[config.mk]
export PLATFORM = sky130hd
export DESIGN_NAME = block_reg_mp
export DESIGN_NICKNAME = d
export VERILOG_FILES = /design/src/rtl/block_reg_mp.sv
export SDC_FILE = /design/constraint.sdc
export NUM_CORES = 1
export LEC_CHECK = 0
export CELL_PAD_IN_SITES_DETAIL_PLACEMENT = 0
export CELL_PAD_IN_SITES_GLOBAL_PLACEMENT = 1
export CORE_MARGIN = 5
export CORE_UTILIZATION = 49
export DETAILED_ROUTE_END_ITERATION = 10
export PLACE_DENSITY = 0.8
export SLEW_MARGIN = 20
export SYNTH_ARGS = -nofsm -noshare
export SYNTH_HDL_FRONTEND = slang
export SYNTH_SLANG_ARGS = --single-unit
[constraint.sdc]
create_clock -name clk -period 3.5 [get_ports clk]
set_clock_uncertainty 0.15 [all_clocks]
set_input_delay 0.875 -clock clk [delete_from_list [all_inputs] [get_ports clk]]
set_output_delay 0.875 -clock clk [all_outputs]
set_load 0.03 [all_outputs]
[src/rtl/block_reg_mp.sv]
// Multi-port register file: NB_READ read ports, two prioritised write ports,
// optional bypass / registered read / hardwired zero, and a sequenced clear sweep.
module block_reg_mp #(
  parameter int SIZE_ADDR_REG = 5,
  parameter int SIZE_REG      = 8,
  parameter int NB_READ       = 2,
  parameter int READ_LAT      = 0,
  parameter int BYPASS        = 1,
  parameter int ZERO_REG      = 0
) (
  input  logic                              clk,
  input  logic                              reset,
  input  logic                              charge0,
  input  logic [SIZE_ADDR_REG-1:0]          addr_w0,
  input  logic [SIZE_REG-1:0]               datain0,
  input  logic                              charge1,
  input  logic [SIZE_ADDR_REG-1:0]          addr_w1,
  input  logic [SIZE_REG-1:0]               datain1,
  input  logic [NB_READ*SIZE_ADDR_REG-1:0]  addr_r,
  output logic [NB_READ*SIZE_REG-1:0]       dataout,
  input  logic                              clear,
  output logic                              busy
);

  localparam int DEPTH = 2**SIZE_ADDR_REG;
  localparam logic [SIZE_ADDR_REG-1:0] LAST_PTR = SIZE_ADDR_REG'(DEPTH-1);

  typedef enum logic {IDLE = 1'b0, SWEEP = 1'b1} state_t;

  state_t                    state_q, state_d;
  logic [SIZE_ADDR_REG-1:0]  ptr_q, ptr_d;
  logic [SIZE_REG-1:0]       regs_q [DEPTH];
  logic                      we0_s, we1_s;
  logic [NB_READ*SIZE_REG-1:0] sel_all_s;

  // Clear-sweep sequencer: next state and pointer
  always_comb begin
    state_d = state_q;
    ptr_d   = ptr_q;
    case (state_q)
      IDLE: begin
        ptr_d = '0;
        if (clear) state_d = SWEEP;
        else       state_d = IDLE;
      end
      SWEEP: begin
        ptr_d = ptr_q + SIZE_ADDR_REG'(1);
        if (ptr_q == LAST_PTR) state_d = IDLE;
        else                   state_d = SWEEP;
      end
      default: begin
        state_d = IDLE;
        ptr_d   = '0;
      end
    endcase
  end

  // Sequencer state register
  always_ff @(posedge clk or negedge reset) begin
    if (!reset) begin
      state_q <= IDLE;
      ptr_q   <= '0;
    end else begin
      state_q <= state_d;
      ptr_q   <= ptr_d;
    end
  end

  assign busy = (state_q == SWEEP);

  // Effective write enables: only in IDLE, and never to a hardwired zero register
  always_comb begin
    we0_s = 1'b0;
    we1_s = 1'b0;
    if (state_q == IDLE) begin
      we0_s = charge0 && !((ZERO_REG != 0) && (addr_w0 == '0));
      we1_s = charge1 && !((ZERO_REG != 0) && (addr_w1 == '0));
    end else begin
      we0_s = 1'b0;
      we1_s = 1'b0;
    end
  end

  // Register array; port 1 is applied last so it wins an address collision
  always_ff @(posedge clk or negedge reset) begin
    if (!reset) begin
      for (int i = 0; i < DEPTH; i++) regs_q[i] <= '0;
    end else if (state_q == SWEEP) begin
      regs_q[ptr_q] <= '0;
    end else begin
      if (we0_s) regs_q[addr_w0] <= datain0;
      if (we1_s) regs_q[addr_w1] <= datain1;
    end
  end

  for (genvar k = 0; k < NB_READ; k++) begin : g_rd
    logic [SIZE_ADDR_REG-1:0] ra_s;
    logic [SIZE_REG-1:0]      sel_s;

    assign ra_s = addr_r[k*SIZE_ADDR_REG +: SIZE_ADDR_REG];

    // Per-port read selection; we*_s already masks bypass during the sweep
    always_comb begin
      sel_s = regs_q[ra_s];
      if ((ZERO_REG != 0) && (ra_s == '0)) begin
        sel_s = '0;
      end else if ((BYPASS != 0) && we1_s && (addr_w1 == ra_s)) begin
        sel_s = datain1;
      end else if ((BYPASS != 0) && we0_s && (addr_w0 == ra_s)) begin
        sel_s = datain0;
      end else begin
        sel_s = regs_q[ra_s];
      end
    end

    assign sel_all_s[k*SIZE_REG +: SIZE_REG] = sel_s;
  end

  if (READ_LAT != 0) begin : g_lat1
    logic [NB_READ*SIZE_REG-1:0] dout_q;

    // Registered read data
    always_ff @(posedge clk or negedge reset) begin
      if (!reset) dout_q <= '0;
      else        dout_q <= sel_all_s;
    end

    assign dataout = dout_q;
  end else begin : g_lat0
    assign dataout = sel_all_s;
  end

endmodule

# Word level (Yosys, flattened, before mapping)
# Cells that the tools add are included.
# classes
add_sub_neg	1
order_cmp	8
n_eq_ne	5
n_mux	28
bitwise	8
reduce_logical	7
# op_table
cell	count
$mux 256	4
$bwmux 256	2
$and 256x256->256	1
$not 256->256	1
$demux 8 s5	3
$mux 8	11
$bmux 8 s5	2
$ge 6x6->1 const B	5
$not 5->6	5
$eq 5x5->1	4
$lt 6x1->1 const B	3
$pmux 5 s2	1
$logic_and 1x1->1	7
$add 5x1->5 const B	1
$eq 5x5->1 const B	1
$mux 1	4
$pmux 1 s2	1
$not 1->1	1
# totals
register_bits	262
output_inout_bits	17
word_cells	91

# Depth between registers and ports, before layout
# depth
word_depth	11
depth_mapped	8
depth_no_buf	7

# Least setup slack after synthesis
# OpenSTA, ideal clock, no wires.
# synth_path
path_kind	input to output
start	input addr_r[5]
end	output dataout[11]
arrival_ps	2948
setup_slack_ps	-473
cell_stages	8
n_path_buf	3
cell_sequence	buf_2 -> buf_6 -> buf_6 -> nor2_2 -> a22o_1 -> a21oi_1 -> a311oi_1 -> o41ai_1
# synth_via
elab_chain_cells	6
elab_cells_between_ends	10
# synth_lines
element	line	text
start: declaration	19	input logic [NB_READ*SIZE_ADDR_REG-1:0] addr_r,
$not 5->6 (not written as such)	112	sel_s = regs_q[ra_s];
$bmux 8 s5	112	
$mux 8 (not written as such) (2 in series)	112	
$mux 8	109	end else if ((BYPASS != 0) && we0_s && (addr_w0 == ra_s)) begin
$mux 8 *	107	end else if ((BYPASS != 0) && we1_s && (addr_w1 == ra_s)) begin
end: declaration	20	output logic [NB_READ*SIZE_REG-1:0] dataout,
# Every way passes the cells marked *; elsewhere a longest branch is shown, timed or not. The select of a mux whose other input is x is not followed.

# Worst setup path in the final report
# layout_path
start	input addr_r[5]
end	output dataout[14]
# Same word-level chain as after synthesis.

==> flow_summary.yaml <==
clock_tree:
  cts_tree: "done"
  path_clk_slew_ns: 0.06
  h-tree-depth: 2
  clk_latency_ns: 0.57
  numClockSinks: 262
  cts_buffer_depth: 3
  cts_made_buffers: 34
  cts_root_buf: "clkbuf_16"
  hold_buffers: 0
yosys:
  synth-simple-area-share_pct: 10.0
  syn_area_per_cell_sq_um: 8.66
  synth_cell_types: 57
  synth_top_family_by_area: "compound AO/OA/AOI/OAI gates"
  synth_nets: 2396
  syn_area_sq_um: 20300
  synth_fa_ha_area_share_pct: 0.307
  synth-edff-count: 0
  ys_seq_area_share_pct: 32.2
  synth_ff_type: "dfrtp_1"
  synth_mux_area_share_pct: 15.3
  synth_compound_area_share_pct: 34.8
  ys.warnings.count: 0
  syn-instance-count: 2350
  postSynth.asyncResetShare_pct: 100
  synth_xor_area_share_pct: 0.947
  ys_ff_latch: 262
worst_setup_path:
  worst-setup-path-type: "in -> out"
  end_kind: "primary output"
  critical_path.max_stage_delay_ns: 0.55
  crit_chain: "buf_16 -> buf_12 -> mux4_2 -> mux2i_2 -> nor2_2 -> a311oi_2 -> o41ai_4 -> buf_12"
  r2r_start: "ptr_q[0]"
  slowest_stage: "mux4_2"
  cp.arrival_ns: 2.81
  cpMostUsedCell: "buf_12"
  cp_top_family: "multiplexers"
  ff2ff_path_depth: 7
  critPathMaxFanout: 8
  crit_path_start_kind: "primary input"
  r2r_end: "regs_q[104]"
  r2r_slack_ns: 0.88
  critical_path_buf_inv_count: 3
  required_ns: 2.47
run_status:
  violations: "setup timing"
  outcome: "finished, violations left"
timing:
  finalHoldViolCount: 0
  period_minus_slack_ns: 3.84
  relSlewSlack_pct: 23.6
  worst_slack_ns: -0.338
  finalSetupTns_ns: -2.35
  rsz0062_at_grt: "true"
  finalCritPeriodShare_pct: 110
  final_max_slew_viol_count: 0
  holdWs_ns: 0.210
  finalSetupViolations: 16
  tightest_slew_ns: 1.13
  fmax_mhz: 261
drt:
  drtPass1Iterations: 6
  drc_errors: 0
  wl_um: 93200
  routed_via_density: 7.18
  drt_iter0_markers: 3407
  vias: 21963
  ant_nets: 0
  wl_per_cell_um: 30.4
global_route:
  grt-ovfl-total: 0
  grt_max_degree: 98
  antenna_found_initial: 4
  grt_pass1_vias: 20978
  track_usage_pct: 39.5
  grt_pass1_wl_um: 136000
run:
  maxCapViolCount: 0
power:
  power_mw: 9.79
  vdd_drop_max_mv: 0.372
  p_per_area_nw_per_um2: 382
  power.leakage_nw: 9.27
floorplanning:
  initial_core_util_pct: 49.7
  coreArea_sq_um: 40900
  die_h_um: 214
  top_level_ports: 58
  rows: 74
  dieWidth_um: 214
  fp.dieArea_sq_um: 45700
finish:
  area_delta_synth_final_pct: 25.8
  antenna_cells: 0
  final_cell_area_sq_um: 25600
  final_layout_size_suffix_gt1_share_pct: 29.5
  final_nets: 2552
place:
  place.gp.congestion: 1.03
  io_buffer_count: 57
  place_area_sq_um: 23000
  dp_hpwl_um: 62900
min_path:
  hp-class: "in -> async"
-- cell families (layout without fill, tap and decap cells) --
family / after synthesis / count (layout)
flops: 262 / 262
compound gates: 1166 / 1166
fa+ha+maj: 5 / 5
buf+inv: 263 / 442
mux: 189 / 189
simple gates: 443 / 443
xor+xnor: 22 / 22
-- cells in the mapped netlist, types with 18 or more instances --
library cell | instances | area, sq um
buf_1 | 21 | 78.8
nor2b_1 | 18 | 113
mux4_2 | 97 | 2180
dfrtp_1 | 262 | 6560
o21ai_1 | 123 | 616
o31ai_1 | 206 | 1550
o31ai_2 | 61 | 763
mux2i_1 | 80 | 801
o21ai_0 | 424 | 2120
buf_2 | 90 | 450
nor2_2 | 19 | 119
nand2_1 | 281 | 1050
clkbuf_1 | 106 | 398
a21oi_1 | 266 | 1330
nor2_1 | 56 | 210
a22oi_1 | 26 | 195
buf_4 | 20 | 150
-- how the worst max path moves through the flow --
stage	depth (start not counted)	slack (ns)	from	end
2_1_floorplan	7	-0.16	addr_r[8]	dataout[10]
3_3_place_gp	9	-0.58	addr_r[9]	dataout[9]
3_5_place_dp	9	-0.65	addr_r[9]	dataout[14]
4_1_cts	8	-0.21	addr_r[5]	dataout[9]
5_1_grt	8	-0.34	addr_r[5]	dataout[14]
6_report	8	-0.34	addr_r[5]	dataout[14]
-- metal layers --
| layer | GRT usage, % | vias to the layer above | share of wire [%] | wire length, um |
|---|---|---|---|---|
| li1 | - | 9193 | - | - |
| met1 | 51.9 | 10735 | 37 | 34600 |
| met2 | 59.2 | 1615 | 44 | 40600 |
| met3 | 11.2 | 414 | 13 | 11700 |
| met4 | 21.6 | 6 | 6.6 | 6190 |
| met5 | 0 | - | 0.043 | 40 |
-- final cells by class --
class / count / area [sq um]
well taps: 532 / 666
clock buffers: 51 / 1040
inverters: 8 / 37.5
flip-flops and latches: 262 / 6560
fillers: 3347 / 15300
clock inverters: 8 / 118
multi-input cells: 1825 / 13400
repair buffers: 375 / 3780
-- worst reg2reg max path, stage by stage (launching register included) --
cell      delay [ns]
dfrtp_1         0.43
inv_1           0.10
ha_1            0.18
nand2b_1        0.24
o21ai_0         0.97
o21ai_0         0.23
nand2_1         0.12
o21ai_0         0.08
-- cells in the final DEF, fill, tap and decap left out, types with 39 or more instances in the layout --
master and n:
o31ai_1 198, buf_12 54, mux2i_1 70, dfrtp_1 262
buf_4 238, nor2_1 51, o31ai_2 61, clkbuf_16 39
o21ai_1 124, a21oi_1 261, mux4_2 97, o21ai_0 422
nand2_1 276
-- where the power goes --
group	switching, mW	internal [mW]	total [mW]
sequential	0.134	3.11	3.24
combinational	1.77	1.02	2.79
clock	1.49	2.27	3.76
total	3.39	6.40	9.79
-- state kept, by name, indices dropped and copies added, names as in the netlist --
| register | flops |
|---|---|
| regs_q | 256 |
| ptr_q | 5 |
| busy | 1 |
-- per-stage QoR --
step | utilization [%] | worst slack [ns] | cells
after floorplan | - | -0.162 | 2350
after global placement | 56.1 | -0.577 | 2961
after detailed placement | 56.1 | -0.649 | 2961
after CTS | 61.4 | -0.212 | 3051
after global routing | 62.6 | -0.345 | 3061
final | 62.6 | -0.338 | 3061
-- timing repair --
action	CTS	global route
pin swaps	36	41
gates resized for setup	180	84
setup endpoints to repair	16	16
hold endpoints to repair	0	0
gates cloned	3	2
buffers inserted	35	15
No activity file was read; power rests on OpenSTA's default activity.
